## config.mk

```make
export PLATFORM = sky130hd
export DESIGN_NAME = uart_tx
export DESIGN_NICKNAME = d
export VERILOG_FILES = /design/src/rtl/uart_tx.sv
export SDC_FILE = /design/constraint.sdc
export NUM_CORES = 1
export LEC_CHECK = 0
export ABC_AREA = 0
export CAP_MARGIN = 10
export CORE_UTILIZATION = 50
export CTS_BUF_LIST = sky130_fd_sc_hd__clkbuf_16
export DETAILED_ROUTE_END_ITERATION = 8
export PLACE_DENSITY = 0.7
export SYNTH_ARGS = -nofsm -noshare
export SYNTH_HDL_FRONTEND = slang
export SYNTH_SLANG_ARGS = --single-unit
```

## constraint.sdc

```tcl
create_clock -name clk -period 3.29 [get_ports clk]
set_input_delay 0.658 -clock clk [delete_from_list [all_inputs] [get_ports clk]]
set_output_delay 0.658 -clock clk [all_outputs]
set_load 0.02 [all_outputs]
```

## src/rtl/uart_tx.sv

```systemverilog
// uart_tx: 8-bit asynchronous serial transmitter.
//   Frame: start bit (0), data[0]..data[7] LSB first, optional even parity,
//   stop bit (1); every bit lasts CLKS_PER_BIT clock cycles.
//   Optional feature macro: UART_TX_PARITY_EN (adds an even-parity bit).
//
// Ports:
//   clk    in   system clock, rising edge
//   rst_n  in   synchronous active-low reset
//   tx_en  in   transmitter enable; low aborts/holds the line idle
//   start  in   send request (pulse or level), accepted only when idle
//   data   in   byte to send, captured on the accept cycle
//   TX     out  registered serial line, idle high
//   busy   out  high while a frame is in progress
//   done   out  one-cycle pulse in the first idle cycle after the stop bit
module uart_tx #(
  parameter int CLKS_PER_BIT = 10417
) (
  input  logic       clk,
  input  logic       rst_n,
  input  logic       tx_en,
  input  logic       start,
  input  logic [7:0] data,
  output logic       TX,
  output logic       busy,
  output logic       done
);

  localparam int CW = (CLKS_PER_BIT > 1) ? $clog2(CLKS_PER_BIT) : 1;
  localparam logic [CW-1:0] BAUD_LAST = CW'(CLKS_PER_BIT - 1);

`ifdef UART_TX_PARITY_EN
  typedef enum logic [2:0] {IDLE, START, DATA, PARITY, STOP} state_t;
`else
  typedef enum logic [1:0] {IDLE, START, DATA, STOP} state_t;
`endif

  state_t        state_q, state_d;
  logic [CW-1:0] baud_q, baud_d;
  logic [2:0]    bit_q, bit_d;
  logic [7:0]    shift_q, shift_d;
  logic          tx_q, tx_d;
  logic          done_q, done_d;
  logic          bit_end;

  assign bit_end = (baud_q == BAUD_LAST);

  always_ff @(posedge clk) begin
    if (!rst_n) begin
      state_q <= IDLE;
      baud_q  <= '0;
      bit_q   <= '0;
      shift_q <= '0;
      tx_q    <= 1'b1;
      done_q  <= 1'b0;
    end else begin
      state_q <= state_d;
      baud_q  <= baud_d;
      bit_q   <= bit_d;
      shift_q <= shift_d;
      tx_q    <= tx_d;
      done_q  <= done_d;
    end
  end

  always_comb begin
    state_d = state_q;
    baud_d  = bit_end ? '0 : baud_q + 1'b1;
    bit_d   = bit_q;
    shift_d = shift_q;
    tx_d    = tx_q;
    done_d  = 1'b0;

    if (!tx_en) begin
      state_d = IDLE;
      baud_d  = '0;
      bit_d   = '0;
      tx_d    = 1'b1;
    end else begin
      case (state_q)
        IDLE: begin
          baud_d = '0;
          tx_d   = 1'b1;
          if (start) begin
            shift_d = data;
            bit_d   = '0;
            tx_d    = 1'b0;
            state_d = START;
          end
        end
        START: begin
          if (bit_end) begin
            tx_d    = shift_q[0];
            state_d = DATA;
          end
        end
        DATA: begin
          // The register rotates rather than shifts so that its XOR stays
          // equal to the original byte's parity for the whole frame.
          if (bit_end) begin
            if (bit_q == 3'd7) begin
`ifdef UART_TX_PARITY_EN
              tx_d    = ^shift_q;
              state_d = PARITY;
`else
              tx_d    = 1'b1;
              state_d = STOP;
`endif
            end else begin
              bit_d   = bit_q + 3'd1;
              shift_d = {shift_q[0], shift_q[7:1]};
              tx_d    = shift_q[1];
            end
          end
        end
`ifdef UART_TX_PARITY_EN
        PARITY: begin
          if (bit_end) begin
            tx_d    = 1'b1;
            state_d = STOP;
          end
        end
`endif
        STOP: begin
          if (bit_end) begin
            tx_d    = 1'b1;
            done_d  = 1'b1;
            state_d = IDLE;
          end
        end
        default: begin
          state_d = IDLE;
          tx_d    = 1'b1;
        end
      endcase
    end
  end

  assign TX   = tx_q;
  assign busy = (state_q != IDLE);
  assign done = done_q;

endmodule

```

==> summary.txt <==
CP Max Fanout: 19
Slew Limit Fails: 0
pwr dens: 491 mW/mm^2
CP Capture Type: flip-flop
Synth Cell Area: 0.00150 sq mm
Peak Freq: 415 MHz
YS warnings: 0
DRC: 0
TritonCTS clock tree: done
top-count cell post-synth: dfxtp_1
post_cts resized: 0
beginning of the worst hold path: bit_q[2]$_SDFFE_PN0P_
Area growth syn-to-layout: 19.4%
#FFs+latches synth: 29
internal cell power: 678 uW
Hold EP: bit_q[2]$_SDFFE_PN0P_
Die Width: 56.8 um
post-DR wirelength/cell: 13.5 um
Psw: 200 uW
Post-Route WL: 2830 um
Final period util: 73.2%
Worst-path clk slew: 50 ps
Top FF cell, synth: dfxtp_1
Synth Net Count: 182
hold_buf cts: 0
pre-CTS setup slack: 908 ps
Setup Buffers After CTS: 0
IR Drop Worst-Case VDD: 0.000372 V
Vias per Instance: 5.83
area share of the largest cell type after synthesis: 38.7%
kind of critical path: flip-flop to flip-flop
Slew headroom: 39.3%
Worst R2R Start: state_q[0]$_SDFFE_PN0P_
via count: 1219
vias in the first global route: 1118
post-route setup slack: 881 ps
input/output buffers: 14
Starting Density: 53.4%
Max Clock Skew: 4.21 ps
sequential fraction of the synthesis area: 38.7%
RePlAce Congestion: 0.851
fraction of layout instances using a drive strength above 1: 6.74%
Die Ht: 56.8 um
Worst-Skew Late Latency: 270 ps
Avg Cell Area, Syn: 9.31 sq um
RSZ-0062 raised after global routing: no
Switching Share: 22.7%
CTS Root Buffer Type: clkbuf_16
crit start category: flip-flop
critical path's largest stage delay: 780 ps
fin crit period: 2410 ps
DP Wirelength: 2000 um
core area: 0.00281 sq mm
Setup TNS Final: 0 ps
# H-tree levels: 2
post-layout util: 63.8%
FF-to-FF setup slack: 880 ps
EDFF count, synth: 0
Layout Cells excl Fill: 209
nets: 198
post-route ant nets: 0
io pins: 15
Worst path depth: 5
Remaining Overflow, GRT: 0
DRT Pass-1 Iters: 4
final hold viol count: 0
first-pass GRT wire length: 4970 um
Synth area leader: dfxtp_1
Async SR Flop Fraction: 0%
Hold Path Cell Cnt: 2
initial antenna violation count: 0
die area: 0.00322 sq mm
CP max stage cell: ha_1
largest net degree at the start of global routing: 20
run status: complete, no violations
delay-heaviest family, CP: compound AO/OA/AOI/OAI gates
leakage power: 0.000631 uW
logic gate share of total power: 9.3%
Hold Path Class: flip-flop to flip-flop
Sequential Power Share: 42.4%
total CTS buffers: 5
dpl cells: 201
Area contributors post-synth: dfxtp_1 (39%), mux2i_1 (8.0%), ha_1 (7.5%)
Bufs on Longest Clock Path: 2
Max Cap Viol: 0
Tightest Pin Transition: 911 ps
WP buf/inv: 1
WP data required: 3460 ps
Distinct cells, synth: 34
cell count after synthesis: 161
Reg2Reg Depth: 5
clock network power share: 48.4%
Crit Reg-Reg Endpoint: shift_q[6]$_SDFFE_PN0P_
row count: 19
setup violators final: 0
worst path arrival time: 2580 ps
Clock Sinks: 29
worst path cell trace: inv_1 -> ha_1 -> o2111a_1 -> a21oi_1 -> a311oi_1
commonest cells in the netlist: dfxtp_1 (29), nor2_1 (16), nand2_1 (13), mux2i_1 (12)
Antenna diodes: 0
gr usage total: 20.3%
drt first-iter violations: 42
[layout by cell type, fill, tap and decap left out, types with 2 or more instances in the layout]
master	count
xnor2_1	6
nor3_1	2
clkdlybuf4s50_1	14
xor2_1	5
nand3_1	10
nand4_1	2
clkbuf_16	5
and4_1	3
ha_1	9
a311oi_1	8
and2_1	2
clkinv_2	2
inv_1	9
a21oi_1	10
o21ai_0	2
dfxtp_1	29
nand2_1	13
or3_1	3
nor4_1	2
mux2i_1	12
o221ai_1	2
or4b_4	2
nor2_1	16
[power by group through the flow]
| stage | clock (uW) | sequential, uW | combinational [uW] |
|---|---|---|---|
| floorplan | 0 | 378 | 54.9 |
| CTS | 427 | 372 | 81.3 |
| global route | 451 | 373 | 90.8 |
| global placement | 0 | 378 | 78.6 |
| detailed placement | 0 | 379 | 81.1 |
| finish | 425 | 372 | 81.5 |
[kinds of logic after synthesis]
kind of cell	after synthesis	synth area share (%)
muxes	12	8.01
xor gates and xnor gates	11	6.43
AOI/OAI and AO/OA	27	14.5
buffers and inverters	14	4.34
DFF	29	38.7
adders and majority gates	9	7.51
and+or+nand+nor	59	20.5
[worst register-to-register path, delay by kind of cell (launching register included)]
family,cells,cell delay [ps]
compound gates,3,1060
fa+ha+maj,1,780
buf+inv,1,130
flops,1,330
[layout make-up]
cell class              instances  area, sq um
fillers                       244         1020
multi-input cells             118          853
flip-flops and latches         29          581
repair buffers                 15          148
clock buffers                   5          125
well taps                      31         38.8
inverters                       8         30.0
clock inverters                 3         13.8
[per-layer routing]
layer  routed length, um  GRT usage, %  up-vias
li1                    -             -      619
met1                1400          26.1      577
met2                1290          31.1       15
met3                  87          6.22        8
met4                  48          9.41        0
met5                   0             0        -
[per-stage QoR]
stage	power, uW	hold WS [ps]	area, sq um
detailed placement	460	464	1650
floorplan	433	438	1500
finish	878	465	1790
global placement	457	449	1650
global route	915	497	1790
CTS	881	470	1790
[state kept, by name, summed over array words and instances (netlist names)]
name,cells
TX,1
state_q,2
bit_q,3
done,1
baud_q,14
shift_q,8
[how the worst max path moves through the flow]
stage	from	endpoint	slack, ps
after floorplan	baud_q[3]$_SDFF_PP0_	state_q[0]$_SDFFE_PN0P_	1300
after global placement	tx_en	baud_q[13]$_SDFF_PP0_	990
after detailed placement	state_q[0]$_SDFFE_PN0P_	shift_q[4]$_SDFFE_PN0P_	910
after CTS	state_q[0]$_SDFFE_PN0P_	shift_q[4]$_SDFFE_PN0P_	880
after global routing	state_q[0]$_SDFFE_PN0P_	shift_q[6]$_SDFFE_PN0P_	650
final	state_q[0]$_SDFFE_PN0P_	shift_q[6]$_SDFFE_PN0P_	880
(Power assumes the default switching activity.)
